## config.mk

```make
export PLATFORM = sky130hd
export DESIGN_NAME = jtag_cmd_fifo
export DESIGN_NICKNAME = d
export VERILOG_FILES = /design/src/rtl/jtag_cmd_fifo.sv
export SDC_FILE = /design/constraint.sdc
export NUM_CORES = 1
export LEC_CHECK = 0
export ABC_AREA = 1
export BUFFER_PORTS_ARGS = -buffer_cell sky130_fd_sc_hd__buf_2
export CAP_MARGIN = 20
export CORE_ASPECT_RATIO = 1.75
export CORE_MARGIN = 5
export CORE_UTILIZATION = 55
export CTS_CLUSTER_SIZE = 28
export DETAILED_ROUTE_END_ITERATION = 7
export PLACE_DENSITY = 0.74
export SYNTH_ARGS = -nofsm -noshare
export SYNTH_HDL_FRONTEND = slang
export SYNTH_SLANG_ARGS = --single-unit
```

## constraint.sdc

```tcl
create_clock -name clk -period 9.5 [get_ports clk]
set_input_delay 0.95 -clock clk [delete_from_list [all_inputs] [get_ports clk]]
set_output_delay 0.95 -clock clk [all_outputs]
set_load 0.05 [all_outputs]
```

## src/rtl/jtag_cmd_fifo.sv

```systemverilog
// rtl/jtag_cmd_fifo.sv - first-word-fall-through FIFO for vJTAG command words
// NIL/zero opcodes are dropped at the input; refused pushes are counted.
module jtag_cmd_fifo #(
    parameter int             DEPTH  = 8,
    parameter int             OPW    = 4,
    parameter int             DATAW  = 32,
    parameter logic [OPW-1:0] NIL_OP = {OPW{1'b1}}
) (
    input  logic                     clk,
    input  logic                     areset,
    input  logic                     flush,
    input  logic                     push_valid,
    input  logic [OPW-1:0]           push_opcode,
    input  logic [DATAW-1:0]         push_data,
    output logic                     push_ready,
    output logic                     pop_valid,
    input  logic                     pop_ready,
    output logic [OPW-1:0]           pop_opcode,
    output logic [DATAW-1:0]         pop_data,
    output logic [$clog2(DEPTH):0]   count,
    output logic                     overflow,
    output logic [7:0]               overflow_count,
    output logic [31:0]              accepted_count
);

    localparam int             AW       = $clog2(DEPTH);
    localparam int             CW       = AW + 1;
    localparam int             WW       = OPW + DATAW;
    localparam logic [CW-1:0]  FULL_CNT = CW'(DEPTH);

    logic [WW-1:0] mem_q [DEPTH];

    logic [AW-1:0] rd_ptr_q, rd_ptr_d;
    logic [AW-1:0] wr_ptr_q, wr_ptr_d;
    logic [CW-1:0] count_q, count_d;
    logic          overflow_q, overflow_d;
    logic [7:0]    ovf_cnt_q, ovf_cnt_d;
    logic [31:0]   acc_cnt_q, acc_cnt_d;

    logic          op_ok;
    logic          push_fire;
    logic          pop_fire;
    logic          refused;
    logic          mem_we;
    logic [WW-1:0] head_word;

    always_comb begin
        op_ok      = (push_opcode != NIL_OP) && (push_opcode != '0);
        push_ready = (count_q < FULL_CNT);
        pop_valid  = (count_q != '0);
        push_fire  = push_valid & push_ready & op_ok;
        pop_fire   = pop_valid & pop_ready;
        refused    = push_valid & ~push_ready & op_ok;
        mem_we     = push_fire & ~flush;
        head_word  = mem_q[rd_ptr_q];
    end

    always_comb begin
        rd_ptr_d   = rd_ptr_q;
        wr_ptr_d   = wr_ptr_q;
        count_d    = count_q;
        overflow_d = overflow_q;
        ovf_cnt_d  = ovf_cnt_q;
        acc_cnt_d  = acc_cnt_q;
        if (flush) begin
            rd_ptr_d   = '0;
            wr_ptr_d   = '0;
            count_d    = '0;
            overflow_d = 1'b0;
            ovf_cnt_d  = '0;
            acc_cnt_d  = '0;
        end else begin
            if (push_fire) begin
                wr_ptr_d  = wr_ptr_q + 1'b1;
                acc_cnt_d = acc_cnt_q + 32'd1;
            end
            if (pop_fire) begin
                rd_ptr_d = rd_ptr_q + 1'b1;
            end
            case ({push_fire, pop_fire})
                2'b10:   count_d = count_q + 1'b1;
                2'b01:   count_d = count_q - 1'b1;
                default: count_d = count_q;
            endcase
            if (refused) begin
                overflow_d = 1'b1;
                if (ovf_cnt_q != 8'hFF) begin
                    ovf_cnt_d = ovf_cnt_q + 8'd1;
                end
            end
        end
    end

    always_ff @(posedge clk or posedge areset) begin
        if (areset) begin
            rd_ptr_q   <= '0;
            wr_ptr_q   <= '0;
            count_q    <= '0;
            overflow_q <= 1'b0;
            ovf_cnt_q  <= '0;
            acc_cnt_q  <= '0;
        end else begin
            rd_ptr_q   <= rd_ptr_d;
            wr_ptr_q   <= wr_ptr_d;
            count_q    <= count_d;
            overflow_q <= overflow_d;
            ovf_cnt_q  <= ovf_cnt_d;
            acc_cnt_q  <= acc_cnt_d;
        end
    end

    // Storage is deliberately left out of reset; count gates its visibility.
    always_ff @(posedge clk) begin
        if (mem_we) begin
            mem_q[wr_ptr_q] <= {push_opcode, push_data};
        end
    end

    assign pop_opcode     = head_word[WW-1:DATAW];
    assign pop_data       = head_word[DATAW-1:0];
    assign count          = count_q;
    assign overflow       = overflow_q;
    assign overflow_count = ovf_cnt_q;
    assign accepted_count = acc_cnt_q;

endmodule

```

## Word level (Yosys, flattened, before mapping)

Memory sizes are Yosys's and may differ from the RTL's.
Cells that the tools add are included.

| storage, ports and cells | value |
|---|---|
| flip-flop bits (word level) | 51 |
| memory bits (writable) | 288 |
| input port bits | 41 |
| output and inout port bits | 83 |
| memories | 1 |

Memory list:

| memory | depth | bits a word | read ports | clocked after memory_dff | wr ports | line | RTL |
|---|---|---|---|---|---|---|---|
| mem_q | 8 | 36 | 1 | 0 | 1 | 31 | `logic [WW-1:0] mem_q [DEPTH];` |

| cells by class | value |
|---|---|
| add/subtract/negate cells | 6 |
| order comparisons | 1 |
| equality and inequality tests | 4 |
| muxes and demuxes | 15 |
| bitwise logic cells | 8 |
| reduce and logical (&&, ||, !) cells | 9 |

Operators by type and width:

| kind | number |
|---|---|
| 32-bit 2-to-1 mux | 2 |
| 32-bit by 1-bit adder with 32-bit output, second input constant | 1 |
| 8-bit 2-to-1 mux | 3 |
| 3-bit 2-to-1 mux | 4 |
| 8-bit by 1-bit adder with 8-bit output, second input constant | 1 |
| 8-bit inequality test, second input constant | 1 |
| 4-bit case mux with 2 select lines | 1 |
| 2-bit nonzero test | 4 |
| 4-bit nonzero test | 2 |
| 3-bit by 1-bit adder with 3-bit output, second input constant | 2 |
| 1-bit AND | 6 |
| 4-bit by 1-bit adder with 4-bit output, second input constant | 1 |
| 4-bit < comparator, second input constant | 1 |
| 1-bit 2-to-1 mux | 4 |
| 4-bit 2-to-1 mux | 1 |
| 4-bit inequality test, second input constant | 1 |
| 4-bit by 1-bit subtractor with 4-bit output, second input constant | 1 |
| 3-bit nonzero test | 1 |
| 2-bit by 1-bit == test with 1-bit output, second input constant | 1 |
| 2-bit == test, second input constant | 1 |
| 1-bit inverter | 2 |
| 2-bit AND reduction | 1 |
| 1-bit logical AND | 1 |

## Logic depth before layout (Yosys ltp)

Gate-level depths: netlist (run 1).

| logic depth | value |
|---|---|
| depth in word-level cells | 6 |
| depth in mapped cells | 15 |
| mapped depth without buffers | 14 |

## Worst setup path after synthesis (run 1)

Ideal clock, no wire load.

| timing path | value |
|---|---|
| kind | input-to-reg |
| start | input push_opcode[2] |
| end | memory mem_q[0][0] in the netlist's numbering (enable) |
| data arrival time | 3.263 ns |
| data required time | 9.071 ns |
| slack | 5.808 ns |
| cell stages on the path | 8 |
| path buffers | 1 |
| cell sequence | nand2_1 -> inv_1 -> nand2_1 -> nand3_2 -> buf_4 -> nor2_1 -> nand2_1 -> nor2_1 |

| on the way | value |
|---|---|
| word-level cells in the longest chain between the ends | 6 |

RTL lines:

| item | line | RTL |
|---|---|---|
| start, declared | 13 | `input logic [OPW-1:0] push_opcode,` |
| 4-bit inequality test or 4-bit nonzero test (tied branches) | 48 | `op_ok = (push_opcode != NIL_OP) && (push_opcode != '0);` |
| 1-bit logical AND (*) | 48 |  |
| 1-bit AND (*) | 51 | `push_fire = push_valid & push_ready & op_ok;` |
| 1-bit AND (*) | 54 | `mem_we = push_fire & ~flush;` |
| 1-bit 2-to-1 mux (*) | 114 | `if (mem_we) begin` |
| 1-bit 2-to-1 mux (not written as such) (*) | 115 | `mem_q[wr_ptr_q] <= {push_opcode, push_data};` |
| end, declared | 31 |  |

Every way passes the cells marked *; elsewhere a longest branch is shown, timed or not.

## Final worst setup path (run 1)

| timing path | value |
|---|---|
| start | register rd_ptr_q[0] |
| end | output pop_data[29] |

| on the way | value |
|---|---|
| word-level cells in the longest chain between the ends | 1 |

RTL lines:

| item | line | RTL |
|---|---|---|
| start, declared | 33 | `logic [AW-1:0] rd_ptr_q, rd_ptr_d;` |
| start signal, assigned | 103 | `rd_ptr_q <= rd_ptr_d;` |
| memory 8 x 36 bit | n/a |  |
| end, declared | 19 | `output logic [DATAW-1:0] pop_data,` |

No other way between the ends.

==> run metrics, run 1 <==
routed wire length 31500 um; Starting Density 0.558; flop2flop setup slack between 6000 and 7000 ps; die height roughly 220 um; final period utilization 0.481; largest family of logic cells by synthesized area simple AND/OR/NAND/NOR gates; asr flop ratio synth 0.150; leak pwr 0.00589 uW; most frequent cells in the layout nor2_1, edfxtp_1, o21ai_0; DRC violations left 0; worst path required time 8550 ps; Worst path slowest cell buf_4; drt wl/cell approximately 19 um; post-CTS sizing 0; Synthesized Nets 1288; cell family contributing the most delay on the critical path buffers and inverters; grt met3 use 0.0338; RSZ-0062 raised after global routing no; die area a little under 30000 um^2; worst hold start accepted_count[19]; fin. max-slew vios 0; Max IR drop VDD roughly 0.16 mV; Setup crit end kind primary output; setup TNS 0 ps; power per standard cell area 262 nW/um^2; final net count about 1.4k; maxcap violations 0; CP endpoint pop_data[29]; most common cell after layout, fill and taps aside nor2_1; Die Wd around 130 um; DR vias/cell ~5.7; Compound-Gate Fraction of Synth Area 0.108; Critical Path Stages 7; top-area cell type share of the netlist area 0.612; synthesized instance count roughly 1.2k; vias slightly below 10k; Worst-Margin Slew between 900 and 1000 ps; port bufs ~120; mux contribution to synthesized area 0; Synth Warn # 0; sequential area share after synthesis 0.702; post-synth top area cell edfxtp_1; TritonCTS Buffers 28; largest net degree at the start of global routing a little under 100; crit path buf inv count 3; CTS tree built; GR peak layer met2; run status finished, final reports clean; Tot Pwr between 4000 and 5000 uW; H-tree levels 1; xor/xnor share of the synthesized area 0.00186; CP arrival around 3600 ps; antenna violations before repair 6; max incr delay on CP between 700 and 800 ps; DP Wirelength around 19000 um; final hold vios 0; count of cell types in the netlist 42; r2r worst-path depth 6; hold crit path type flop to flop; Placer Congestion approximately 0.9; Syn Std Cell Area roughly 14000 um^2; vias in the first global route 9902; Synth Area in Adders 0.00531; drt first-iter violations roughly 790; Core ar. 25300 um^2; worst skew pair latency between 500 and 600 ps; crit-path cells inv_4, buf_4, o21ai_0, o22ai_1, nor2_1, a31oi_1, buf_2; reg2reg end mem_q[6][31]; Setup CP Type flop to primary output; fmax 219 MHz; met1 usage 0.246; # setup viols final 0; post-CTS setup buffers 0; DRT antenna net count 0; io pins around 120; most area-consuming cells after synthesis edfxtp_1, dfrtp_1, nor2_1; Crit. Startpoint rd_ptr_q[0]; clock root cell clkbuf_16; clock-pin slew on the worst setup and hold paths approximately 70 ps; DRT Pass-1 Iters 7; min Tclk post-route 4570 ps; R2R Path Start count[3]; CP Max Fanout 96; share of cells above drive strength 1 0.160; met2 Usage GRT 0.385; Post-synth EDFFs approximately 290; Main synth FF type edfxtp_1; site row count 77; Worst Clk Skew 6.71 ps; clock sink total 339; synthesized area per cell roughly 11 um^2; post-synthesis simple-gate area fraction 0.146; hold_buf cts 0; Startpoint Class flop; gr usage total 0.212; clk buf depth 3; GRT overflow 0; FF+latch count, synth between 300 and 400; slew margin rel. 0.395; Syn-to-layout area delta 12.6%; first-pass GRT wire length 50400 um
power by group:
part	total [uW]	switching (uW)	internal [uW]
sequential	1730	63.7	1660
combinational	1360	1040	326
clock	1080	491	590
total	4170	1590	2580
how the worst min path moves through the flow:
stage               depth (start not counted)            endpoint
finish                                      1  accepted_count[19]
detailed placement                          1  accepted_count[19]
global route                                1  accepted_count[12]
floorplan                                   2         wr_ptr_q[2]
CTS                                         1  accepted_count[19]
global placement                            1  accepted_count[19]
flip-flops by register name, indices dropped and copies added, names as in the netlist:
register / cells
accepted_count: 32
count: 4
mem_q: 288
overflow: 1
overflow_count: 8
rd_ptr_q: 3
wr_ptr_q: 3
through the flow:
stage | setup slack, ps | utilization | hold WS (ps) | cell area [um^2] | instances
floorplan | 5810 | - | 551 | 14100 | 1241
global placement | 5500 | 0.594 | 494 | 15100 | 1634
detailed placement | 5480 | 0.594 | 508 | 15100 | 1634
CTS | 4900 | 0.628 | 520 | 15900 | 1685
global route | 4640 | 0.628 | 546 | 15900 | 1688
finish | 4930 | 0.628 | 521 | 15900 | 1689
Yosys cell counts (2+ instances only):
library cell	number
nand3_2	5
nor3_1	20
nand2_1	106
dfrtp_1	51
xnor2_1	2
nand2_2	3
nand2_4	3
o21a_1	2
buf_4	8
nor2_1	297
o22ai_1	36
nand3_1	22
a21oi_1	25
buf_1	4
nand4_1	14
a31oi_1	37
nor3_2	3
nor2_4	2
clkbuf_1	41
inv_1	57
o21ai_1	2
buf_2	8
inv_2	5
clkinv_1	2
and3_1	2
o21ai_0	170
nor2_2	6
ha_1	6
nor2_8	2
edfxtp_1	288
area by class of cell:
cell class | instances | area, um^2
clock inverter | 12 | 90.1
inverter | 65 | 248
clock buffer | 39 | 763
multi-input combinational | 776 | 3750
fill | 1978 | 9420
timing repair buffer | 138 | 728
tap | 316 | 395
antenna | 4 | 10.0
sequential | 339 | 9930
worst reg2reg max path, stage by stage, from the launching register on:
cell,delay [ps]
dfrtp_1,460
nor2_1,160
nand3_2,330
nor2_1,400
nand2_1,330
nor2_4,540
buf_4,460
per-layer routing:
metal / routed length [um] / part of all wire
met5: 27 / 0.00086
met4: 1010 / 0.032
met1: 11900 / 0.38
met3: 1740 / 0.055
met2: 16800 / 0.53
kinds of logic after synthesis:
logic type	Yosys count
AO/OA/AOI/OAI	280
XOR/XNOR	3
adder cells (fa/ha/maj)	6
buffers and inverters	126
flip-flops	339
AND/OR/NAND/NOR	487
Note: power is estimated with default switching activity, not from simulation.
==> inputs of run 2 (changes only) <==
Settings changed: ABC_AREA 1 to 0, CORE_UTILIZATION 55 to 53, PLACE_DENSITY 0.74 to 0.75.
Clock period 9.5 ns to 4.15 ns, I/O delays scaled along.
==> run 2 against run 1 <==
Clock power rose by 150%. Die area fell by 0.84%. Core utilization decreased by 1.3 points. Sequential share of layout area grew 1.6 points. Register-to-register slack worse by 5200 ps. Routed wire length is 16% lower. Worst hold slack worse by 480 ps. Clock-buffer cell count decreased by 9. Area after synthesis shrank 4.5%.
==> run metrics, run 2 <==
Filler Cell Count 1820 (-8.0%); Syn Std Cell Area 13500 um^2 (-4.5%); DRC violations left 0 (unchanged); power per standard cell area 562 nW/um^2 (+110%); GRT overflow 0 (unchanged); worst skew pair latency 550 ps (about the same); DRT Pass-1 Iters 4 (-3); antenna violations before repair 0 (-6); count leader, synth edfxtp_1; # setup viols final 0 (unchanged); Worst path slowest cell dfrtp_4; Max IR drop VDD 0.299 mV (+87%); slew margin rel. 0.274 (-0.122); Post-DP Area 14600 um^2 (-3.2%); Setup crit end kind primary output; post-synth top area cell edfxtp_1; io pins 124 (unchanged); share of cells above drive strength 1 0.354 (+0.194); most area-consuming cells after synthesis edfxtp_1, mux4_2, dfrtp_1; r2r worst-path depth 8 (+2); clock sink total 339 (unchanged); routed wire length 26400 um (-16%); FF+latch count, synth 339 (unchanged); CTS tree built; worst path required time 3730 ps (-4820 ps); most common cell after layout, fill and taps aside edfxtp_1; most frequent cells in the layout edfxtp_1, buf_2, mux4_2; synthesized area per cell 18.9 um^2 (+66%); maxcap violations 0 (unchanged); post-CTS setup buffers 0 (unchanged); sequential area share after synthesis 0.735 (+0.0331); Post-synth EDFFs 288 (unchanged); run status finished, final reports clean; final instance area 15500 um^2 (-2.5%); DP Wirelength 16500 um (-13%); RSZ-0062 raised after global routing no; leak pwr 0.00533 uW (-9.6%); CP arrival 2750 ps (-870 ps); post-CTS sizing 0 (unchanged); Setup CP Type flop to primary output; Worst-Margin Slew 1090 ps (+182 ps); crit-path cells buf_4, mux4_2, mux2_2, buf_2; flop2flop setup slack 1280 ps (-5180 ps); min Tclk post-route 3160 ps; Syn-to-layout area delta 15.0%; Layout Utilization 0.615 (-0.0134); count of cell types in the netlist 38 (-9.5%); final net count 895 (-36%); clock-pin slew on the worst setup and hold paths 70 ps (about the same); asr flop ratio synth 0.150 (unchanged); fin. max-slew vios 0 (unchanged); max incr delay on CP 680 ps (-80 ps); Critical Path Stages 4 (-3); gr usage total 0.188 (-0.0242); Synth Warn # 0 (unchanged); top-area cell type share of the netlist area 0.641 (+0.0288); Startpoint Class flop; Synthesized Nets 760 (-41%); first-pass GRT wire length 41800 um (-17%); Worst Clk Skew 13.8 ps (+7.06 ps); Die Wd 131 um (-0.41%); DR vias/cell 5.89 (+3.2%); clock root cell clkbuf_16; CP Max Fanout 19 (-80%); port bufs 123 (unchanged); drt first-iter violations 487 (-39%); site row count 77 (unchanged); hold_buf cts 0 (unchanged); Main synth FF type edfxtp_1; final period utilization 0.762; max reg flops 288 (unchanged); die height 221 um (-0.43%); cell family contributing the most delay on the critical path multiplexers; vias 6986 (-28%); final hold vios 0 (unchanged); hold crit path type primary input to async pin; H-tree levels 1 (unchanged); Starting Density 0.535 (-0.0231); Core ar. 25200 um^2 (-0.38%); drt wl/cell 22.3 um (+19%); Top reg by flops mem_q; synthesized instance count 713 (-43%); Placer Congestion 0.859 (-6.4%); Antenna diodes 0 (-4); clk buf depth 3 (unchanged); most frequent cells after synthesis edfxtp_1, mux4_2, dfrtp_1, nor2_1, mux2_2; setup TNS 0 ps (unchanged); DRT antenna net count 0 (unchanged); crit path buf inv count 2 (-1); largest net degree at the start of global routing 72 (-26%); vias in the first global route 7433 (-25%); TritonCTS Buffers 29 (+3.6%); fmax roughly 320 MHz; die area 28900 um^2 (-0.84%)
[run 2: cell count changes after synthesis, sizes merged, moves of 13 or more]
cell and delta:
mux4 +72, clkbuf -20, mux2 +36, xor2 +19, nor3 -14, nand3 -13
nor2 -261, nand2 -91, o22ai -36, o21ai -165, inv -58, a31oi -35
[run 2: worst min-delay path, cell delays in order]
cell	delay (ps)
buf_2	100
inv_2	40
buf_4	520
[run 2: final timing paths]
check | from | endpoint
setup / recovery | rd_ptr_q[0] | pop_data[10]
max in group asynchronous | areset | rd_ptr_q[0]
hold / removal | areset | accepted_count[29]
hold reg to reg | overflow | overflow
min in group clk | push_data[2] | mem_q[2][2]
setup reg to reg | count[0] | count[3]
[run 2: final cells by class]
cell class	count	area [um^2]	area share
multi-input cells	337	3490	0.225
well taps	316	395	0.0255
clock buffers	30	729	0.0470
repair buffers	137	746	0.0481
inverters	4	15.0	0.000968
clock inverters	23	210	0.0135
flip-flops and latches	339	9930	0.640
[run 2: power by group]
group          switching (uW)  leakage, uW  internal (uW)
Clock                    1180     0.000453           1470
Combinational            1320      0.00157            811
Sequential                121      0.00330           3810
[run 2: layer usage]
| layer | wire (um) | GRT usage | part of all wire | vias to the layer above |
|---|---|---|---|---|
| met5 | 0 | 0 | 0 | - |
| met4 | 801 | 0.0641 | 0.030 | 0 |
| met3 | 1400 | 0.0292 | 0.053 | 45 |
| met2 | 14600 | 0.335 | 0.55 | 217 |
| met1 | 9580 | 0.229 | 0.36 | 3587 |
| li1 | - | - | - | 3137 |
[run 2: logic make-up after synthesis]
logic type               share of synthesized area
flip-flops                                   0.735
adder cells (fa/ha/maj)                    0.00556
buffers and inverters                       0.0108
multiplexers                                 0.152
AND/OR/NAND/NOR                             0.0584
XOR/XNOR                                    0.0208
AO/OA/AOI/OAI                               0.0173
[run 2: metrics by stage]
stage                     power, uW  setup slack [ps]  hold WS [ps]  instances
after CTS                      8830               888          54.6       1186
final                          8720               988          36.8       1186
after detailed placement       6170              1230           497       1133
after global routing           9090               822          89.8       1186
after floorplan                5660               797           514        713
after global placement         6150              1290           482       1133
